===== src/rtl/retire_trace_buffer.sv =====
`default_nettype none
// ============================================================================
// Module      : retire_trace_buffer
// Description : Captures retirement events from register-file and data-memory
//               probes. Each event becomes one 72-bit record in a
//               first-word-fall-through FIFO. Counts retired events and
//               records dropped on overflow. A captured halt freezes capture
//               until reset.
//               Optional feature: define TRACE_CYCLE_STAMP_EN to stamp each
//               record with a free-running 16-bit cycle counter. Without it
//               the stamp field is zero.
// Revision    : 1.0 - initial release
// ============================================================================
module retire_trace_buffer #(
    parameter int DEPTH = 8
) (
    input  logic        clk,
    input  logic        rst,
    input  logic        cap_en,
    input  logic        reg_we,
    input  logic [3:0]  reg_dst,
    input  logic [15:0] reg_data,
    input  logic        mem_en,
    input  logic        mem_wr,
    input  logic [15:0] mem_addr,
    input  logic [15:0] mem_wdata,
    input  logic [15:0] mem_rdata,
    input  logic        halt,
    input  logic        out_ready,
    output logic        out_valid,
    output logic [71:0] out_data,
    output logic [31:0] inst_count,
    output logic [15:0] drop_count,
    output logic        halted
);

    localparam int AW = (DEPTH > 1) ? $clog2(DEPTH) : 1;
    localparam int CW = AW + 1;
    localparam logic [CW-1:0] c_full_cnt = CW'(DEPTH);

    // Record storage and control state
    logic [71:0]   r_mem_q [DEPTH];
    logic [AW-1:0] r_wr_ptr_q, w_wr_ptr_d;
    logic [AW-1:0] r_rd_ptr_q, w_rd_ptr_d;
    logic [CW-1:0] r_cnt_q,    w_cnt_d;
    logic [31:0]   r_inst_q,   w_inst_d;
    logic [15:0]   r_drop_q,   w_drop_d;
    logic          r_halted_q, w_halted_d;

    logic          w_event;
    logic          w_full;
    logic          w_empty;
    logic          w_pop;
    logic          w_push;
    logic          w_store;
    logic          w_load;
    logic [15:0]   w_mdata;
    logic [15:0]   w_stamp;
    logic [71:0]   w_rec;

`ifdef TRACE_CYCLE_STAMP_EN
    logic [15:0] r_cyc_q, w_cyc_d;

    // Free-running cycle counter; wraps naturally at 0xFFFF
    always_comb begin
        w_cyc_d = r_cyc_q + 16'd1;
    end

    // Cycle counter register
    always_ff @(posedge clk) begin
        if (rst) begin
            r_cyc_q <= '0;
        end else begin
            r_cyc_q <= w_cyc_d;
        end
    end

    // Stamp is the count before this edge's increment
    assign w_stamp = r_cyc_q;
`else
    assign w_stamp = '0;
`endif

    // Event qualification and record assembly
    always_comb begin
        w_empty = (r_cnt_q == '0);
        w_full  = (r_cnt_q == c_full_cnt);
        w_event = cap_en & ~r_halted_q & (reg_we | mem_en | halt);
        w_pop   = ~w_empty & out_ready;
        // A full FIFO still accepts when the head leaves on the same edge
        w_push  = w_event & (~w_full | w_pop);
        w_store = mem_en & mem_wr;
        w_load  = mem_en & ~mem_wr;
        w_mdata = w_store ? mem_wdata : (w_load ? mem_rdata : 16'h0000);
        w_rec   = {halt, w_store, w_load, reg_we,
                   reg_we ? reg_dst  : 4'h0,
                   reg_we ? reg_data : 16'h0000,
                   mem_en ? mem_addr : 16'h0000,
                   w_mdata,
                   w_stamp};
    end

    // Next-state for pointers, occupancy, counters and halt flag
    always_comb begin
        w_wr_ptr_d = r_wr_ptr_q;
        w_rd_ptr_d = r_rd_ptr_q;
        w_cnt_d    = r_cnt_q;
        w_inst_d   = r_inst_q;
        w_drop_d   = r_drop_q;
        w_halted_d = r_halted_q;
        if (w_push) begin
            w_wr_ptr_d = r_wr_ptr_q + AW'(1);
        end
        if (w_pop) begin
            w_rd_ptr_d = r_rd_ptr_q + AW'(1);
        end
        case ({w_push, w_pop})
            2'b10:   w_cnt_d = r_cnt_q + CW'(1);
            2'b01:   w_cnt_d = r_cnt_q - CW'(1);
            default: w_cnt_d = r_cnt_q;
        endcase
        if (w_event) begin
            w_inst_d = r_inst_q + 32'd1;
        end
        if (w_event && !w_push && (r_drop_q != 16'hFFFF)) begin
            w_drop_d = r_drop_q + 16'd1;
        end
        if (w_event && halt) begin
            w_halted_d = 1'b1;
        end
    end

    // Control state registers
    always_ff @(posedge clk) begin
        if (rst) begin
            r_wr_ptr_q <= '0;
            r_rd_ptr_q <= '0;
            r_cnt_q    <= '0;
            r_inst_q   <= '0;
            r_drop_q   <= '0;
            r_halted_q <= 1'b0;
        end else begin
            r_wr_ptr_q <= w_wr_ptr_d;
            r_rd_ptr_q <= w_rd_ptr_d;
            r_cnt_q    <= w_cnt_d;
            r_inst_q   <= w_inst_d;
            r_drop_q   <= w_drop_d;
            r_halted_q <= w_halted_d;
        end
    end

    // Record storage; contents need no reset since out_data is gated by occupancy
    always_ff @(posedge clk) begin
        if (!rst && w_push) begin
            r_mem_q[r_wr_ptr_q] <= w_rec;
        end
    end

    assign out_valid  = ~w_empty;
    assign out_data   = w_empty ? 72'h0 : r_mem_q[r_rd_ptr_q];
    assign inst_count = r_inst_q;
    assign drop_count = r_drop_q;
    assign halted     = r_halted_q;

endmodule
`default_nettype wire


===== config.mk =====
export PLATFORM = sky130hd
export DESIGN_NAME = retire_trace_buffer
export DESIGN_NICKNAME = d
export VERILOG_FILES = /design/src/rtl/retire_trace_buffer.sv
export SDC_FILE = /design/constraint.sdc
export NUM_CORES = 1
export LEC_CHECK = 0
export CAP_MARGIN = 15
export CORE_MARGIN = 8
export CORE_UTILIZATION = 60
export DETAILED_ROUTE_END_ITERATION = 10
export PLACE_DENSITY = 0.9
export RECOVER_POWER = 100
export SLEW_MARGIN = 20
export SYNTH_ARGS = -nofsm -noshare
export SYNTH_HDL_FRONTEND = slang
export SYNTH_SLANG_ARGS = --single-unit
export TNS_END_PERCENT = 10

===== constraint.sdc =====
create_clock -name clk -period 21.4 [get_ports clk]
set_clock_uncertainty 0.2 [all_clocks]
set_input_delay 4.28 -clock clk [delete_from_list [all_inputs] [get_ports clk]]
set_output_delay 4.28 -clock clk [all_outputs]
set_load 0.05 [all_outputs]

==> impl_metrics.tcl <==
set metrics [dict create \
    slew_headroom_pct -174 \
    place.port_buffers 181 \
    clk_pin_slew_worst_paths_ns 0.06 \
    post-route-min-period_ns 11.38 \
    track_usage_pct 23.4 \
    synth-xor-area-share_pct 1.37 \
    worst_pin_slew_ns 4.11 \
    violations "capacitance limit, slew limit" \
    fin_cells 1837 \
    rows 67 \
    antenna_found_initial 1 \
    synth_top_family_by_area "multiplexers" \
    gr-total-overflow 0 \
    cp.required_ns 16.92 \
    dieWidth_um 201 \
    synth_top_area_share_pct 65.6 \
    first_pass_iters 5 \
    hold_viol 0 \
    crit_type "register to output port" \
    startpoint_type "register" \
    initial_utilization_pct 61.0 \
    min_path_cells 2 \
    grt_max_degree 70 \
    comb_power_share_pct 29.1 \
    n_fill_cell 1932 \
    routed_wl_um 48100 \
    grt_pass1_wl_um 73200 \
    insertion_delay_ns 0.55 \
    fmax_mhz 87.8 \
    synth_area_um2 20500 \
    min_period_over_period_pct 53.2 \
    finalMaxSlewViolations 639 \
    fin_util_pct 72.1 \
    slowest_stage "clkbuf_1" \
    yosys-top-cells-count "448 x edfxtp_1, 112 x mux4_2, 109 x nor2_1, 74 x mux2i_1, 62 x dfxtp_1" \
    synthAdderAreaFrac_pct 0.464 \
    synth_mux_area_share_pct 16.0 \
    swShare_pct 33.5 \
    synth_flop_cell "edfxtp_1" \
    p_int_mw 1.83 \
    netlist_instances 1159 \
    synthSimpleGateAreaFrac_pct 7.10 \
    p_leak_nw 7.83 \
    dp.cells 1750 \
    dieHeight_um 201 \
    yosysSeqAreaShare_pct 71.7 \
    maxCapViolations 13 \
    place.gp.congestion 0.794 \
    synthToLayoutAreaGrowth_pct 18.2 \
    finalSetupViolCount 0 \
    coreArea_um2 33600 \
    whs_ns 0.286 \
    cts_max_path_buffers 3 \
    r2r_cells 6 \
    cp-end-kind "output port" \
    yosys-top-cells-area "edfxtp_1 66%, mux4_2 12%, dfxtp_1 6.1%" \
    ant_nets 0 \
    synth_edf_count 448 \
    min_path_type "register to register" \
    power_frac_seq_pct 41.4 \
    pwr_density_cell_nw_per_um2 114 \
    ys_seq_elements 510 \
    ir_drop_v 0.0000941 \
    via_per_inst 6.29 \
    cts_hold_buf 0 \
    cp.arrival_ns 6.90 \
    synth-async-reset-ratio_pct 0 \
    synth_cell_types 45 \
    postSynthAreaPerCell_um2 17.7 \
    antenna_cells 0 \
    ctsHtreeMaxLevel 2 \
    wl_per_cell_um 26.2 \
    io-pin-count 198 \
    cts_tree "yes" \
    clkSinkCount 510 \
    dp_hpwl_um 25900 \
    yosys_warnings 0 \
    final_nets 1436 \
    die-area_um2 40300 \
    yosysTopAreaCell "edfxtp_1" \
    status "complete, but fails checks" \
    cts_setup_buffers 0 \
    cts_root_buf "clkbuf_16" \
    cp_slowest_stage_delay_ns 2.38 \
    path_max_fanout 37 \
    synth-compound-area-share_pct 1.56 \
    cts_buffers 49 \
    route.detailed.drc 0 \
    synth.most_common_cell "edfxtp_1" \
    rsz0062_at_grt "false" \
    crit_chain "clkbuf_1, mux4_2, mux2i_1, nor2_1, dlygate4sd3_1" \
    power_frac_clock_pct 29.5 \
    setup-tns-final_ns 0 \
    vias 11500 \
    drt-initial-drc-count 993 \
    ctsResizeCount 0 \
    p_sw_mw 0.924 \
    layout-drive-gt1-share_pct 14.1 \
    grt_pass1_vias 12100 \
]
[flip-flops by register name, indices dropped and copies added, names as in the netlist, named ones only]
register and count:
r_wr_ptr_q 3, inst_count 32, halted 1, r_rd_ptr_q 3, drop_count 16, r_cnt_q 4, r_mem_q 448
[worst max-delay path: cells and delay by family (launching register included)]
family | cells | cell delay [ns]
buffers and inverters | 2 | 3.21
flip-flops | 1 | 1.96
multiplexers | 2 | 1.01
AND/OR/NAND/NOR | 1 | 0.14
[layout by cell type, fill, tap and decap left out, drive strengths merged, types with 15 or more instances in the layout]
master,count
inv,15
a21oi,20
nand3,22
mux4,112
edfxtp,448
xor2,19
conb,16
clkinv,16
nand4,24
mux2i,74
nor2b,19
nand2,29
clkbuf,77
nor2,109
dlygate4sd3,107
clkdlybuf4s50,73
dfxtp,62
and2,41
[power groups by stage]
stage,sequential (mW),combinational [mW],clock (mW)
floorplan,1.14,0.580,0
global placement,1.16,0.807,0
detailed placement,1.16,0.825,0
CTS,1.14,0.836,0.822
global route,1.14,0.843,0.859
finish,1.14,0.803,0.814
[through the flow]
step / power [mW] / setup WS [ns] / cell area [um^2]
global placement: 1.97 / 13.56 / 22800
CTS: 2.80 / 12.86 / 24300
finish: 2.76 / 10.02 / 24200
detailed placement: 1.98 / 13.53 / 22800
global route: 2.85 / 9.22 / 24200
floorplan: 1.72 / 11.62 / 20600
[metal layers]
| metal | GRT usage, % | vias up | wire (um) |
|---|---|---|---|
| met5 | 0 | - | 0 |
| met2 | 39.5 | 633 | 24400 |
| met4 | 8.67 | 0 | 1420 |
| li1 | - | 4908 | - |
| met1 | 29.8 | 5913 | 18500 |
| met3 | 4.66 | 95 | 3760 |
[final cells by class]
class                           count  area, um^2  area share [%]
Sequential cell                   510       14700            60.7
Multi-Input combinational cell    582        5520            22.8
Timing Repair Buffer              200        1920            7.91
Clock buffer                       63        1300            5.36
Tap cell                          448         561            2.31
Clock inverter                     24         196           0.811
Inverter                           10        37.5           0.155
[final timing paths]
| kind | from | to | slack, ns |
|---|---|---|---|
| setup / recovery | register | out_data[17] | 10.02 |
| hold reg to reg | r_rd_ptr_q[1] | register | 0.29 |
| setup reg to reg | halted | r_mem_q[5][9] | 16.26 |
| hold / removal | r_rd_ptr_q[1] | register | 0.29 |
[logic make-up after synthesis]
group | after synthesis
DFF | 510
and+or+nand+nor | 290
muxes | 187
buffers and inverters | 82
AOI/OAI and AO/OA | 50
xor gates and xnor gates | 32
adders and majority gates | 7
other | 1
Power figures use the tool's default switching activity.
